File: config.mk
export PLATFORM = sky130hd
export DESIGN_NAME = cond_compare_pipe
export DESIGN_NICKNAME = d
export VERILOG_FILES = /design/src/rtl/cond_compare_pipe.sv
export SDC_FILE = /design/constraint.sdc
export NUM_CORES = 1
export LEC_CHECK = 0
export ABC_AREA = 1
export CORE_MARGIN = 2
export CORE_UTILIZATION = 30
export DETAILED_ROUTE_END_ITERATION = 16
export GPL_ROUTABILITY_DRIVEN = 0
export SLEW_MARGIN = 20
export SYNTH_ARGS = -nofsm -noshare
export SYNTH_HDL_FRONTEND = slang
export SYNTH_SLANG_ARGS = --single-unit
File: constraint.sdc
create_clock -name clk -period 1.8 [get_ports clk]
set_input_delay 0.27 -clock clk [delete_from_list [all_inputs] [get_ports clk]]
set_output_delay 0.27 -clock clk [all_outputs]
set_load 0.005 [all_outputs]
File: src/rtl/cond_compare_pipe.sv
// Pipelined A-B comparator: NZCV flags, signed/unsigned relationals and ARM
// condition evaluation, with valid/ready backpressure and a pass-through tag.
module cond_compare_pipe #(
  parameter int WIDTH  = 32,
  parameter int STAGES = 2,
  parameter int TAG_W  = 5
) (
  input  logic             clk,
  input  logic             reset,
  input  logic             in_valid,
  output logic             in_ready,
  input  logic [WIDTH-1:0] a,
  input  logic [WIDTH-1:0] b,
  input  logic             signed_mode,
  input  logic [3:0]       cond,
  input  logic [TAG_W-1:0] tag_in,
  output logic             out_valid,
  input  logic             out_ready,
  output logic [3:0]       flags,
  output logic             cond_true,
  output logic             eq,
  output logic             neq,
  output logic             lt,
  output logic             lte,
  output logic             gt,
  output logic             gte,
  output logic [TAG_W-1:0] tag_out
);

  localparam int L = STAGES - 1;

  logic [WIDTH:0] w_diff;
  logic           w_n_in, w_z_in, w_c_in, w_v_in;
  logic           w_advance;

  logic             r_valid [STAGES];
  logic [3:0]       r_flags [STAGES];
  logic             r_mode  [STAGES];
  logic [3:0]       r_cond  [STAGES];
  logic [TAG_W-1:0] r_tag   [STAGES];

  assign w_diff = {1'b0, a} + {1'b0, ~b} + {{WIDTH{1'b0}}, 1'b1};
  assign w_n_in = w_diff[WIDTH-1];
  assign w_z_in = (w_diff[WIDTH-1:0] == '0);
  assign w_c_in = w_diff[WIDTH];
  assign w_v_in = (a[WIDTH-1] != b[WIDTH-1]) && (w_diff[WIDTH-1] != a[WIDTH-1]);

  // The whole pipe moves as one; a stalled output freezes every stage.
  assign w_advance = !r_valid[L] || out_ready;
  assign in_ready  = w_advance;

  always_ff @(posedge clk or posedge reset) begin
    if (reset) begin
      for (int i = 0; i < STAGES; i++) begin
        r_valid[i] <= 1'b0;
        r_flags[i] <= '0;
        r_mode[i]  <= 1'b0;
        r_cond[i]  <= '0;
        r_tag[i]   <= '0;
      end
    end else if (w_advance) begin
      r_valid[0] <= in_valid;
      r_flags[0] <= {w_n_in, w_z_in, w_c_in, w_v_in};
      r_mode[0]  <= signed_mode;
      r_cond[0]  <= cond;
      r_tag[0]   <= tag_in;
      for (int i = 1; i < STAGES; i++) begin
        r_valid[i] <= r_valid[i-1];
        r_flags[i] <= r_flags[i-1];
        r_mode[i]  <= r_mode[i-1];
        r_cond[i]  <= r_cond[i-1];
        r_tag[i]   <= r_tag[i-1];
      end
    end
  end

  logic w_n, w_z, w_c, w_v, w_lt, w_gt, w_cond;
  logic w_vld;

  assign w_vld = r_valid[L];
  assign w_n   = r_flags[L][3];
  assign w_z   = r_flags[L][2];
  assign w_c   = r_flags[L][1];
  assign w_v   = r_flags[L][0];

  assign w_lt = r_mode[L] ? (w_n ^ w_v) : !w_c;
  assign w_gt = r_mode[L] ? (!w_z && !(w_n ^ w_v)) : (w_c && !w_z);

  always_comb begin
    w_cond = 1'b1;
    case (r_cond[L])
      4'h0:    w_cond = w_z;
      4'h1:    w_cond = !w_z;
      4'h2:    w_cond = w_c;
      4'h3:    w_cond = !w_c;
      4'h4:    w_cond = w_n;
      4'h5:    w_cond = !w_n;
      4'h6:    w_cond = w_v;
      4'h7:    w_cond = !w_v;
      4'h8:    w_cond = w_c && !w_z;
      4'h9:    w_cond = !w_c || w_z;
      4'hA:    w_cond = (w_n == w_v);
      4'hB:    w_cond = (w_n != w_v);
      4'hC:    w_cond = !w_z && (w_n == w_v);
      4'hD:    w_cond = w_z || (w_n != w_v);
      default: w_cond = 1'b1;
    endcase
  end

  // Data outputs read as zero whenever no result is presented.
  assign out_valid = w_vld;
  assign flags     = w_vld ? r_flags[L] : 4'b0000;
  assign tag_out   = w_vld ? r_tag[L] : '0;
  assign cond_true = w_vld && w_cond;
  assign eq        = w_vld && w_z;
  assign neq       = w_vld && !w_z;
  assign lt        = w_vld && w_lt;
  assign gte       = w_vld && !w_lt;
  assign gt        = w_vld && w_gt;
  assign lte       = w_vld && !w_gt;

endmodule

==> flow_metrics.tcl, run 1 <==
set metrics [dict create \
    hold_viol 0 \
    via_per_inst 4.53 \
    grt_overflow 0 \
    path_delay_family "simple AND/OR/NAND/NOR gates" \
    place_hpwl_um 9880 \
    drtIter0Drc 241 \
    wl_per_cell_um 12.2 \
    leakage_nw 4.00 \
    finalNetCount 1085 \
    die_x_um 122 \
    maxCapViolCount 0 \
    crit_type "in -> reg" \
    dr.pass1.iters 4 \
    h-tree-depth 2 \
    syn_to_final_growth_pct 82.6 \
    yosysMostFrequentCell "nand2_1" \
    antenna_found_initial 0 \
    synth_cell_types 34 \
    drc 0 \
    cp_max_fo 4 \
    num_vias 5209 \
    clk_pin_slew_ns 0.05 \
    postSynthAreaPerCell_sq_um 5.42 \
    io_pins 96 \
    root_buffer "clkbuf_16" \
    power_density_nw_per_um2 548 \
    slowest_delay_ns 0.30 \
    port_buffers 95 \
    synthFlopType "dfrtp_1" \
    crit_top_cell "nand2_1" \
    synth_top_area_cell "nand2_1" \
    clock_path_buffers 2 \
    start_util_pct 31.0 \
    numCtsBuffers 5 \
    synth-edff-count 0 \
    antenna_left 0 \
    critical_path.cell_chain "clkdlybuf4s15_2, inv_2, ha_4, nand2_4, inv_4, nand4_1, nand2_2, nand2_2, nand2_4, nand2_4, nand2_2, nand2_1, nand2_1, nand2_1, nor2_1, nand2_1, nor2_1, nand2_1, nand2_1" \
    cpMaxStageDelayCell "ha_4" \
    synth_common_cells "nand2_1 (295), inv_1 (172), nor2_1 (60)" \
    run_status "finished with violations" \
    diodes 0 \
    syn_area_sq_um 4150 \
    violations "negative setup slack" \
    power_w 0.00416 \
    max_freq_mhz 538 \
    synthTopCellsByArea "nand2_1 (27%), dfrtp_1 (18%), inv_1 (16%)" \
    grt.total_usage_pct 18.3 \
    rsz0062_at_grt "true" \
    synth_seq_cells 30 \
    grt_pass1_wl_um 22300 \
    setup_violations 2 \
    syn_inst 766 \
    grt_max_degree 42 \
    period_share_pct 103 \
    ctsHoldBuffers 0 \
    dieArea_sq_um 14800 \
    core_sq_um 13400 \
    path_buf_inv 3 \
    drive_gt1_share_pct 49.0 \
    timing.final.ws_setup_ns -0.0580 \
    clock_latency_ns 0.27 \
    synth_top_area_share_pct 26.7 \
    synthArstFlopShare_pct 100 \
    peakVddDrop_mv 0.384 \
    routed_wl_um 14000 \
    grt_pass1_vias 4947 \
    tns_ns -0.0981 \
    clock-sinks 30 \
    hold_class "in -> async" \
    start_kind "input pin" \
    drv_slew 0 \
    worstMarginPinSlew_ns 0.379 \
    cts_tree "built" \
    slew_headroom_pct 74.7 \
    fp-row-count 42 \
    die_h_um 122 \
    post-route-min-period_ns 1.86 \
    ys_seq_area_share_pct 18.1 \
    skew_ns 0.00325 \
    cp.required_ns 2.01 \
    syn_nets 877 \
    cp.arrival_ns 2.07 \
    end_kind "flip-flop" \
    synth_warnings 0 \
]
==> timing repair <==
item                       4_1_cts  5_1_grt
setup buffers                   27        8
pin swaps                      153      150
resized for setup              335      221
cloned                           0        0
setup endpoints to repair        9       11
==> per-stage QoR <==
step / cells / util [%] / worst slack (ns) / cell area, sq um / hold slack, ns
3_3_place_gp: 1108 / 44.2 / -0.781 / 5920 / 0.428
4_1_cts: 1142 / 52.9 / -0.202 / 7090 / 0.397
3_5_place_dp: 1108 / 44.2 / -0.777 / 5920 / 0.430
5_1_grt: 1150 / 56.6 / -0.148 / 7580 / 0.439
2_1_floorplan: 766 / - / 0.000133 / 4190 / 0.361
6_report: 1150 / 56.6 / -0.0580 / 7580 / 0.384
==> logic make-up after synthesis <==
kind of cell | count (synthesis) | synth area share [%]
fa+ha+maj | 33 | 10.1
xor+xnor | 6 | 1.27
buf+inv | 193 | 17.7
flops | 30 | 18.1
compound gates | 62 | 8.50
simple gates | 442 | 44.3
==> flip-flops by register name, indices dropped and copies added, names as in the netlist <==
signal and flops:
r_tag 10, r_cond 8, r_flags 8, r_mode 2, out_valid 1, r_valid 1
==> final cells by class <==
class,instances,area (sq um)
timing repair buffer,209,1680
clock buffer,7,133
sequential,30,752
fill,1279,5820
multi-input combinational,543,4080
tap,176,220
inverter,185,724
==> worst register-to-register path, cell delays in order, from the launching register on <==
cell and delay [ns]:
dfrtp_1 0.40, nand2_1 0.12, nand3_1 0.08, nor2_1 0.09, nand3_1 0.07, nor2_1 0.11
nand3_1 0.11, nor3_2 0.13, nand3_2 0.09, nor2_2 0.08, nand2_1 0.05, nand2_1 0.06
==> layout by cell type (no fill, tap or decap), types with 4 or more instances in the layout <==
master and count:
a21oi_1 6, a21oi_2 10, a21oi_4 5, buf_2 5
buf_4 101, buf_6 13, clkbuf_16 5, clkbuf_2 31
clkdlybuf4s15_1 13, clkdlybuf4s50_1 27, dfrtp_1 29, dlygate4sd2_1 14
ha_4 30, inv_1 118, inv_2 55, inv_4 7
nand2_1 173, nand2_2 90, nand2_4 38, nand2_8 4
nand3_1 22, nand3_2 13, nand3_4 7, nand4_1 11
nor2_1 33, nor2_2 17, nor2_4 21, nor3_4 4
o21ai_0 23, o21ai_1 4, o21bai_1 4
==> path summary, 6_finish.rpt <==
check / from / to / slack, ns / cells after the start
worst max register to register: out_valid / r_flags[6] / 0.34 / 11
min in group clk: r_valid[1] / out_valid / 0.45 / 2
worst min register to register: r_valid[1] / out_valid / 0.45 / 2
max in group asynchronous: reset / r_cond[1] / 1.11 / 3
worst max-delay path: b[4] / r_flags[6] / -0.06 / 19
worst min-delay path: reset / r_tag[7] / 0.38 / 3
==> power breakdown <==
| group | switching [W] | leakage [nW] | internal [W] |
|---|---|---|---|
| logic | 0.00134 | 3.57 | 0.00120 |
| registers | 0.0000688 | 0.365 | 0.000784 |
| clock network | 0.000258 | 0.0640 | 0.000502 |
| total | 0.00167 | 4.00 | 0.00249 |
==> metal layers <==
| metal | global-route usage, % | wire, um |
|---|---|---|
| met1 | 23.2 | 5950 |
| met2 | 32.4 | 6970 |
| met3 | 2.06 | 610 |
| met4 | 5.53 | 471 |
| met5 | 0 | 0 |
(Power assumes the default switching activity.)
==> inputs of run 2 (changes only) <==
- CORE_UTILIZATION: 30 -> 52
- CTS_CLUSTER_DIAMETER: unset -> 50
- PLACE_DENSITY: unset -> 0.83
==> run 2 against run 1 <==
The flow now stops in 5_1_grt. Synthesized cell count unchanged. Area after synthesis did not move.
==> flow_metrics.tcl, run 2 <==
set metrics [dict create \
    run_status "aborted with a tool error" \
    haltStage "5_1_grt" \
    tool.error "[ERROR GRT-0232] Routing congestion too high. Check the congestion heatmap in the GUI." \
    synth_top_area_cell "nand2_1" \
    syn_area_sq_um 4150 \
    synth_cell_types 34 \
    fp-row-count 32 \
    ctsHoldBuffers 0 \
    syn_nets 877 \
    synthArstFlopShare_pct 100 \
    numCtsBuffers 5 \
    clock-sinks 30 \
    grt_overflow 894 \
    synth-edff-count 0 \
    synth_warnings 0 \
    synthTopCellsByArea "nand2_1 (27%), dfrtp_1 (18%), inv_1 (16%)" \
    yosysMostFrequentCell "nand2_1" \
    die_h_um 93.4 \
    syn_inst 766 \
    worst_endpoint "r_flags[6]$_DFFE_PP0P_/D" \
    grt.total_usage_pct 99.5 \
    port_buffers 95 \
    io_pins 96 \
    clock_path_buffers 2 \
    worstEpCategory "register input" \
    root_buffer "clkbuf_8" \
    synth_top_area_share_pct 26.7 \
    die_x_um 93.4 \
    synth_common_cells "nand2_1 (295), inv_1 (172), nor2_1 (60)" \
    grt_max_degree 31 \
    synthFlopType "dfrtp_1" \
    synth_seq_cells 30 \
    ys_seq_area_share_pct 18.1 \
    h-tree-depth 2 \
    start_util_pct 53.7 \
    place_hpwl_um 10200 \
    postSynthAreaPerCell_sq_um 5.42 \
]
## run 2: cell counts after synthesis
Identical to the previous run, type by type.
## run 2: metal layers
| metal | GRT usage [%] | overflow |
|---|---|---|
| met5 | 26.9 | 0 |
| met2 | 140 | 693 |
| met3 | 66.5 | 7 |
| met4 | 114 | 185 |
| met1 | 86.1 | 9 |
## run 2: what timing repair did
| action | 4_1_cts |
|---|---|
| resized for setup | 332 |
| cloned | 0 |
| pin swaps | 140 |
| setup buffers | 28 |
| endpoints found under the setup margin | 11 |
## run 2: logic make-up after synthesis
logic type	count (synthesis)	share of synthesized area, %
DFF	30	18.1
and+or+nand+nor	442	44.3
adders and majority gates	33	10.1
buffers and inverters	193	17.7
AOI/OAI and AO/OA	62	8.50
xor gates and xnor gates	6	1.27
## run 2: per-stage QoR
| stage | worst slack [ns] | std cells | cell area, sq um |
|---|---|---|---|
| floorplan | 0.000133 | 766 | 4190 |
| global placement | -0.721 | 1036 | 5830 |
| detailed placement | -0.805 | 1036 | 5830 |
| CTS | -0.173 | 1071 | 6970 |
==> inputs of run 3 (changes only) <==
- CORE_UTILIZATION: 52 -> 40
- CTS_CLUSTER_DIAMETER: 50 -> unset
- PLACE_DENSITY: 0.83 -> unset
- PLACE_DENSITY_LB_ADDON: unset -> 0.15
==> run 3 against run 2 <==
The flow now finishes, with violations (negative setup slack).
==> flow_metrics.tcl, run 3 (same netlist as run 1, synthesis figures left out) <==
set metrics [dict create \
    crit_path_end "r_flags[6]" \
    drtIter0Drc 368 \
    layout_commonest_cell "nand2_1" \
    rsz0062_at_grt "true" \
    start_kind "input pin" \
    cts_tree "built" \
    largest_reg_flops 10 \
    finalNetCount 1081 \
    die_h_um 106 \
    max_freq_mhz 503 \
    critical_path.cell_chain "clkdlybuf4s15_1, ha_4, nand2_2, nand2_2, nand2_2, nand2_4, buf_4, inv_1, nand2_2, nand2_1, nand3_1, nand2_1, nand2_1, nor2_2, nand2_1, nor2_1, nand2_1, nand2_1" \
    cp.arrival_ns 2.21 \
    grt_pass1_vias 5373 \
    dpl_cell_area_sq_um 5810 \
    drive_gt1_share_pct 45.9 \
    timing.final.ws_setup_ns -0.189 \
    antenna_found_initial 0 \
    met2_length_um 7650 \
    clock_latency_ns 0.28 \
    p_sw_w 0.00169 \
    end_kind "flip-flop" \
    p_clk_share_pct 13.8 \
    grt_overflow 0 \
    power_switching_share_pct 42.5 \
    power_density_nw_per_um2 535 \
    post-route-min-period_ns 1.99 \
    core_sq_um 10200 \
    routed_wl_um 15400 \
    numCtsBuffers 5 \
    largest-register "r_tag" \
    period_share_pct 111 \
    ctsHoldBuffers 0 \
    crit_type "in -> reg" \
    reg2reg_from "out_valid" \
    root_buffer "clkbuf_8" \
    start_util_pct 40.8 \
    drv_slew 0 \
    via_per_inst 5.08 \
    leakage_nw 3.97 \
    rr_worst_depth 11 \
    seq_power_share_pct 21.4 \
    cp_max_fo 4 \
    h-tree-depth 2 \
    largestRegisters "r_tag (10), r_cond (8), r_flags (8)" \
    syn_to_final_growth_pct 79.1 \
    r2r_end "r_flags[6]" \
    layout.area.seq_sq_um 753 \
    mostFrequentLayoutCells "nand2_1 (178), inv_1 (121), buf_4 (98)" \
    die_x_um 106 \
    hold_viol 0 \
    slowest_delay_ns 0.29 \
    pwr-share-comb_pct 64.8 \
    skew_ns 0.00581 \
    grt.total_usage_pct 24.4 \
    highest_layer "met4" \
    dr.pass1.iters 6 \
    nFillCells 759 \
    grt_pass1_wl_um 23100 \
    dr_wl_met3_um 972 \
    clk_pin_slew_ns 0.06 \
    fp-row-count 37 \
    cp.required_ns 2.02 \
    antenna_left 0 \
    crit_start "a[6]" \
    peakVddDrop_mv 0.330 \
    violations "negative setup slack" \
    crit_top_cell "nand2_1" \
    place_hpwl_um 9620 \
    multi_input_area_sq_um 3980 \
    maxCapViolCount 0 \
    run_status "finished with violations" \
    diodes 0 \
    num_vias 5624 \
    port_buffers 95 \
    clock-sinks 30 \
    grt_max_degree 35 \
    r2r_slack_ns 0.24 \
    cpMaxStageDelayCell "ha_4" \
    wl_per_cell_um 13.9 \
    finalInstanceArea_sq_um 7440 \
    wl_met1_um 5910 \
    internal_power_w 0.00229 \
    dieArea_sq_um 11200 \
    clock_path_buffers 2 \
    hold_class "in -> async" \
    drc 0 \
    setup_violations 3 \
    worstMarginPinSlew_ns 0.371 \
    io_pins 96 \
    slew_headroom_pct 75.3 \
    tns_ns -0.243 \
]
## run 3: layer usage
metal  vias up  global-route usage (%)
met4         0                    9.12
met2       258                    45.6
met3        91                    2.33
li1       2708                       -
met1      2567                    28.7
met5         -                       0
## run 3: power by group through the flow
stage / clock network, W / registers, W / logic [W]
after global placement: 0 / 0.000860 / 0.00177
after CTS: 0.000567 / 0.000852 / 0.00226
after detailed placement: 0 / 0.000863 / 0.00180
after floorplan: 0 / 0.000845 / 0.00101
after global routing: 0.000584 / 0.000867 / 0.00280
final: 0.000549 / 0.000852 / 0.00258
## run 3: area by class of cell
class	count	share of cell area (%)
Sequential cell	30	10.1
Tap cell	136	2.29
Multi-Input combinational cell	543	53.5
Timing Repair Buffer	205	23.2
Inverter	185	9.64
Clock buffer	7	1.16
Clock inverter	1	0.0673
## run 3: critical path: cells and delay by family
family	cells	cell delay [ns]
AND/OR/NAND/NOR	14	1.19
buffers and inverters	3	0.45
adder cells (fa/ha/maj)	1	0.29
## run 3: what timing repair did
| item | in CTS | in global routing |
|---|---|---|
| pin swaps | 163 | 102 |
| gates resized for setup | 368 | 120 |
| endpoints found under the setup margin | 12 | 12 |
| setup buffers | 24 | 15 |
| hold endpoints to repair | 0 | 0 |
## run 3: through the flow
stage	total power (W)	instances	setup slack (ns)	hold WS, ns	util [%]
6_report	0.00398	1107	-0.189	0.353	73.0
5_1_grt	0.00425	1107	-0.260	0.406	73.0
4_1_cts	0.00368	1092	-0.0811	0.369	69.4
3_5_place_dp	0.00266	1061	-0.787	0.445	57.0
3_3_place_gp	0.00263	1061	-0.746	0.430	57.0
2_1_floorplan	0.00185	766	0.000133	0.361	-
## run 3: worst min path at each step
stage	from	endpoint	slack [ns]
finish	reset	r_tag[3]	0.35
global route	reset	r_tag[3]	0.41
CTS	reset	r_tag[3]	0.37
detailed placement	r_valid[1]	out_valid	0.44
global placement	r_valid[1]	out_valid	0.43
floorplan	reset	out_valid	0.36
